`config.mk`:
```
export PLATFORM = sky130hd
export DESIGN_NAME = spi_rb_bridge
export DESIGN_NICKNAME = d
export VERILOG_FILES = /design/src/rtl/minivan_pkg.sv /design/src/rtl/spi_sync.sv /design/src/rtl/spi_rb_bridge.sv
export SDC_FILE = /design/constraint.sdc
export NUM_CORES = 1
export LEC_CHECK = 0
export CORE_MARGIN = 2
export CORE_UTILIZATION = 47
export CTS_BUF_LIST = sky130_fd_sc_hd__clkbuf_8 sky130_fd_sc_hd__clkbuf_16
export DETAILED_ROUTE_END_ITERATION = 6
export HOLD_SLACK_MARGIN = 0.06
export PLACE_DENSITY = 0.74
export SYNTH_ARGS = -nofsm -noshare
export SYNTH_HDL_FRONTEND = slang
export SYNTH_SLANG_ARGS = --single-unit
```
`constraint.sdc`:
```
create_clock -name clk -period 1.65 [get_ports clk]
set_input_delay 0.33 -clock clk [delete_from_list [all_inputs] [get_ports clk]]
set_output_delay 0.33 -clock clk [all_outputs]
set_load 0.005 [all_outputs]
```
`src/rtl/minivan_pkg.sv`:
```
// minivan_pkg: shared constants and state type for the minivan SPI register-bus bridge
package minivan_pkg;
  localparam int SPI_CMD_WR_BIT = 7;
  localparam int SPI_FETCH_WAIT = 2;
  typedef enum logic [2:0] {IDLE, CMD, FETCH, DATA, WRITE, NEXT} spi_rb_state_t;
endpackage

```
`src/rtl/spi_sync.sv`:
```
// spi_sync: 2-flop synchronizer for an asynchronous SPI pin, with rise/fall pulses
// Ports: clk, resetb (sync, active-low; clears to RST_VAL), i_d async pin,
//        o_q synced level, o_rise/o_fall one-clk pulses from the last two synced samples.
module spi_sync #(
  parameter logic RST_VAL = 1'b0
) (
  input  logic clk,
  input  logic resetb,
  input  logic i_d,
  output logic o_q,
  output logic o_rise,
  output logic o_fall
);
  logic r_meta, r_sync, r_prev;
  always_ff @(posedge clk) begin
    if (!resetb) begin
      r_meta <= RST_VAL;
      r_sync <= RST_VAL;
      r_prev <= RST_VAL;
    end else begin
      r_meta <= i_d;
      r_sync <= r_meta;
      r_prev <= r_sync;
    end
  end
  assign o_q    = r_sync;
  assign o_rise = r_sync & ~r_prev;
  assign o_fall = ~r_sync & r_prev;
endmodule

```
`src/rtl/spi_rb_bridge.sv`:
```
// spi_rb_bridge: SPI mode-0 slave turning host frames into minivan register-bus accesses
// Ports: clk, resetb (sync, active-low); spi_csn/spi_sck/spi_mosi/spi_miso host pins,
//        oversampled on clk (clk >= 16x spi_sck); address/data_write_in/write_en/reg_en
//        drive the bank, data_read_out is the bank's registered read data.
// Build option: define SPI_RB_AUTOINC_EN to step the address after every data byte.
module spi_rb_bridge
  import minivan_pkg::*;
#(
  parameter int ADR_BITS = 8
) (
  input  logic                clk,
  input  logic                resetb,
  input  logic                spi_csn,
  input  logic                spi_sck,
  input  logic                spi_mosi,
  output logic                spi_miso,
  output logic [ADR_BITS-1:0] address,
  output logic [7:0]          data_write_in,
  input  logic [7:0]          data_read_out,
  output logic                reg_en,
  output logic                write_en
);
  spi_rb_state_t r_state, w_nxt;
  logic w_csn_q, w_csn_rise, w_csn_fall, w_sck_q, w_sck_rise, w_sck_fall;
  logic r_mosi_meta, r_mosi, r_wr, r_reg_en, r_armed;
  logic w_last, w_cmd_done, w_fetch_done;
  logic [6:0] r_sin;
  logic [7:0] r_sout, r_dwi, w_byte;
  logic [2:0] r_cnt;
  logic [1:0] r_wait, r_settle;
  logic [ADR_BITS-1:0] r_addr;

  spi_sync #(.RST_VAL(1'b1)) u_csn (
    .clk(clk), .resetb(resetb), .i_d(spi_csn),
    .o_q(w_csn_q), .o_rise(w_csn_rise), .o_fall(w_csn_fall)
  );
  spi_sync #(.RST_VAL(1'b0)) u_sck (
    .clk(clk), .resetb(resetb), .i_d(spi_sck),
    .o_q(w_sck_q), .o_rise(w_sck_rise), .o_fall(w_sck_fall)
  );

  always_comb begin
    w_byte       = {r_sin, r_mosi};
    w_last       = w_sck_rise && r_cnt == 3'd7;
    w_cmd_done   = r_state == CMD && w_last && !w_csn_q;
    w_fetch_done = r_state == FETCH && r_wait == 2'(SPI_FETCH_WAIT - 1);
    w_nxt        = r_state;
    case (r_state)
      IDLE:    w_nxt = r_armed && w_csn_fall && !w_sck_q ? CMD : IDLE;
      CMD:     w_nxt = w_csn_q ? IDLE : w_cmd_done ? (w_byte[SPI_CMD_WR_BIT] ? DATA : FETCH) : CMD;
      FETCH:   w_nxt = w_csn_q ? IDLE : w_fetch_done ? DATA : FETCH;
      // the 8th data rise beats a simultaneous csn rise so the write still lands
      DATA:    w_nxt = w_last ? (r_wr ? WRITE : NEXT) : w_csn_q ? IDLE : DATA;
      WRITE:   w_nxt = NEXT;
      NEXT:    w_nxt = w_csn_q ? IDLE : r_wr ? DATA : FETCH;
      default: w_nxt = IDLE;
    endcase
  end

  always_ff @(posedge clk) r_state <= !resetb ? IDLE : w_nxt;

  always_ff @(posedge clk) begin
    if (!resetb) begin
      r_mosi_meta <= 1'b0;
      r_mosi      <= 1'b0;
      r_wr        <= 1'b0;
      r_reg_en    <= 1'b0;
      r_armed     <= 1'b0;
      r_sin       <= '0;
      r_sout      <= '0;
      r_dwi       <= '0;
      r_cnt       <= '0;
      r_wait      <= '0;
      r_settle    <= '0;
      r_addr      <= '0;
    end else begin
      r_mosi_meta <= spi_mosi;
      r_mosi      <= r_mosi_meta;
      // a frame is accepted only after csn has been seen high since reset
      r_settle    <= r_settle + 2'(r_settle != 2'd3);
      r_armed     <= r_armed || w_csn_rise || (r_settle == 2'd3 && w_csn_q);
      r_reg_en    <= w_nxt != IDLE && w_nxt != CMD;
      r_cnt       <= r_state == IDLE ? 3'd0 : r_cnt + 3'(w_sck_rise);
      r_wait      <= r_state == FETCH ? r_wait + 2'd1 : 2'd0;
      if (w_sck_rise) r_sin <= w_byte[6:0];
      if (w_cmd_done) begin
        r_addr <= ADR_BITS'(w_byte[6:0]);
        r_wr   <= w_byte[SPI_CMD_WR_BIT];
      end
`ifdef SPI_RB_AUTOINC_EN
      else if (r_state == NEXT && !w_csn_q) r_addr <= r_addr + ADR_BITS'(1);
`endif
      // the fall that ends the previous byte arrives with r_cnt==0 and must not shift
      if (w_fetch_done) r_sout <= data_read_out;
      else if (r_state == DATA && w_sck_fall && r_cnt != 3'd0) r_sout <= {r_sout[6:0], 1'b0};
      if (r_state == DATA && w_last && r_wr) r_dwi <= w_byte;
    end
  end

  assign spi_miso      = r_state == DATA && !r_wr && r_sout[7];
  assign address       = r_addr;
  assign data_write_in = r_dwi;
  assign reg_en        = r_reg_en;
  assign write_en      = r_state == WRITE;
endmodule

```
==> summary.txt <==
Outcome
  – Outcome: completed

Pwr
  – PwrDens: 770.0 mW/mm^2
  – P_leak: 1.119 nW
  – Peak supply drop: 0.4761 mV

Route
  – Vias per cell: 5.137
  – Initial drt markers: 92
  – DRC Markers: 0
  – Detailed Routing Iterations Pass 1: 4
  – Vias: 1577
  – WL per Instance: 12.30 um
  – Detailed-route wire length: 3.777 mm
  – Routed Antenna Nets: 0

Worst setup path
  – Setup CP Type: reg -> out
  – R2R Path End: r_sout[1]$_SDFFE_PN0P_
  – Crit path from: r_state[2]$_SDFF_PN0_
  – Crit start category: flip-flop
  – WP data required: 1.32 ns
  – R2R Setup Slk: 0.14 ns
  – R2R Path Start: r_state[2]$_SDFF_PN0_
  – Peak fanout along the critical path: 3
  – Cells on worst reg2reg path: 5
  – Crit path capture type: primary output
  – CP Data Arrival Time: 1.26 ns

Cells and area
  – Area occupied by multi-input gates: around 950 um^2
  – Final #Nets: 270
  – Share of cells above drive strength 1: 12.55%
  – Seq. cell area: 0.001025 mm^2
  – Area Growth Syn to Fin: 25.11%
  – Fill count: between 300 and 400
  – Non-Filler Instances: 307
  – Antenna diode count: 0

Global route
  – Met2 global-route usage: 26.94%
  – Vias in the first global route: roughly 1600
  – Global Route met3 Usage: approximately 3.2%
  – Most Used Layer, Global Route: met2
  – Total Routing Usage GR: ~16%
  – GRT overflow: 0
  – Largest net degree at the start of global routing: 45
  – First-pass GRT wire length: 6.520 mm
  – GR Util met1: between 10% and 20%
  – Initial antenna violation count: 0

Min path
  – Hold Crit Start: r_wait[0]$_SDFF_PN0_
  – Worst hold path depth: 1
  – Worst Hold End: r_wait[0]$_SDFF_PN0_
  – Tightest Hold Check Type: reg -> reg

Logic synthesis
  – Seq/Total Area, Yosys: 49.25%
  – Synth top area share: 49.25%
  – Synth area leaders: dfxtp_1 (49%), mux2i_1 (6.8%), nand2_1 (6.2%)
  – Yosys reg bits: 51
  – Ys Warns: 0
  – Post-Syn Nets: approximately 230
  – Post-Syn Instances: approximately 220
  – Mean Syn Cell Area: between 9 and 10 um^2
  – Mapped cell area: between 0.002 and 0.0025 mm^2
  – Distinct cells, synth: ~40
  – Area leader, netlist: dfxtp_1

Die
  – Die height: 70.42 um
  – Initial Util: 48.28%
  – Die width: 70.42 um
  – IO Pins: 32
  – Num rows: 24
  – Core region area: 0.004294 mm^2
  – Die Area: 0.004958 mm^2

STA
  – RSZ-0062 raised after global routing: false
  – WHS: around 0.43 ns
  – Fin crit period: 1.595 ns
  – # setup viols final: 0
  – Clock Skews: 0.004262 ns
  – Maximum clock rate: 627.1 MHz
  – Final Hold Viols: 0
  – Max-slew violation count: 0
  – Setup TNS: 0 ns
  – Crit share post-route: 96.64%

Clock network
  – Post-CTS Hold Buffers: 0
  – CTS buffer count: 5
  – Clock Latency Late Sink: 0.29 ns
  – Clk slew on worst S/H paths: 0.08 ns
  – CTS tree: built
  – Sink Count: just over 50
  – Clock buffer depth: 2
  – H-tree levels: 2
  – CTS root buffer: clkbuf_8

Job
  – Max-cap violations: 0

Place
  – Placed insts: 297
  – Post-DP HPWL: 2.655 mm
  – GP Congestion: 0.8415
  – IO Port Bufs: 30
-- per-stage QoR --
step                utilization, %  setup slack (ns)  instance area [um^2]  power (W)
floorplan                        -          0.007871                  2073   0.001323
CTS                          60.17           0.05086                  2584   0.002024
finish                       60.40           0.05542                  2594   0.001997
detailed placement           57.69           0.06553                  2477   0.001372
global placement             57.69            0.1046                  2477   0.001370
global route                 60.40          0.004900                  2594   0.002081
-- layout make-up --
type | count | area share, %
multi-input combinational | 141 | 36.81
clock inverter | 3 | 0.4824
timing repair buffer | 46 | 16.74
sequential | 51 | 39.51
inverter | 9 | 1.302
clock buffer | 5 | 2.653
tap | 52 | 2.508
-- where the power goes --
part           total [W]  internal [W]  switching (W)
combinational  0.0000887     0.0000520      0.0000367
clock           0.000654      0.000286       0.000368
sequential       0.00125       0.00124     0.00000974
-- placed cells by master (no fill, tap or decap), types with 2 or more instances in the layout --
master,n
ha_1,3
nor2b_1,9
inv_1,9
o21ai_0,9
clkbuf_8,5
mux2i_1,14
and2_1,6
buf_4,14
nor2_1,6
clkdlybuf4s50_1,28
nand2_1,34
dfxtp_1,48
dfxtp_2,3
o311a_1,3
a31oi_1,4
o21a_1,2
dlygate4sd2_1,2
and3_1,2
nand3_1,8
o211a_1,7
a21boi_0,8
nand2b_1,5
o21bai_1,2
-- critical path: stages, from the launching register on --
cell           delay, ns
dfxtp_2             0.36
and3b_1             0.19
and3_1              0.17
dlygate4sd2_1       0.26
-- cells in the mapped netlist (all sizes together) --
library cell and number:
a2111oi 1, a211o 1, a21boi 8, a21oi 1, a31oi 4, a41o 2
and2 6, and3 3, and3b 1, and4b 1, and4bb 1, buf 7
clkbuf 8, clkinv 1, conb 1, dfxtp 51, ha 3, inv 8
mux2i 14, nand2 34, nand2b 5, nand3 9, nand4 1, nand4b 1
nor2 6, nor2b 9, nor4b 2, o211a 7, o211ai 1, o21a 2
o21ai 9, o21bai 2, o2bb2ai 1, o311a 3, or3 1, xor2 1
-- what timing repair did --
action                                  4_1_cts  5_1_grt
endpoints found under the setup margin        2        8
resized for setup                             8        2
buffers inserted                              2        0
-- flip-flops by register name, indices dropped and copies added (netlist names) --
signal / count
address: 7
data_write_in: 8
r_armed: 1
r_cnt: 3
r_mosi: 1
r_mosi_meta: 1
r_settle: 2
r_sin: 7
r_sout: 8
r_state: 3
r_wait: 2
r_wr: 1
reg_en: 1
u_csn.o_q: 1
u_csn.r_meta: 1
u_csn.r_prev: 1
u_sck.o_q: 1
u_sck.r_meta: 1
u_sck.r_prev: 1
-- routing by layer --
metal  up-vias  share of wire, %
li1        816                 -
met4         0               1.3
met5         -                 0
met2        36                46
met1       719                49
met3         6               3.7
-- worst max path at each step --
stage,slack (ns),cells past startpoint,to
detailed placement,0.07,3,write_en
finish,0.06,3,spi_miso
global route,0.005,3,spi_miso
CTS,0.05,3,spi_miso
global placement,0.10,3,spi_miso
floorplan,0.008,7,r_cnt[2]$_SDFF_PP0_
-- logic make-up after synthesis --
logic type,after synthesis,synth area share [%]
xor+xnor,1,0.4225
buf+inv,24,5.431
flops,51,49.25
fa+ha+maj,3,1.811
simple gates,80,20.22
mux,14,6.759
other cells,1,0.1809
compound gates,42,15.93
No activity file was read; power rests on OpenSTA's default activity.
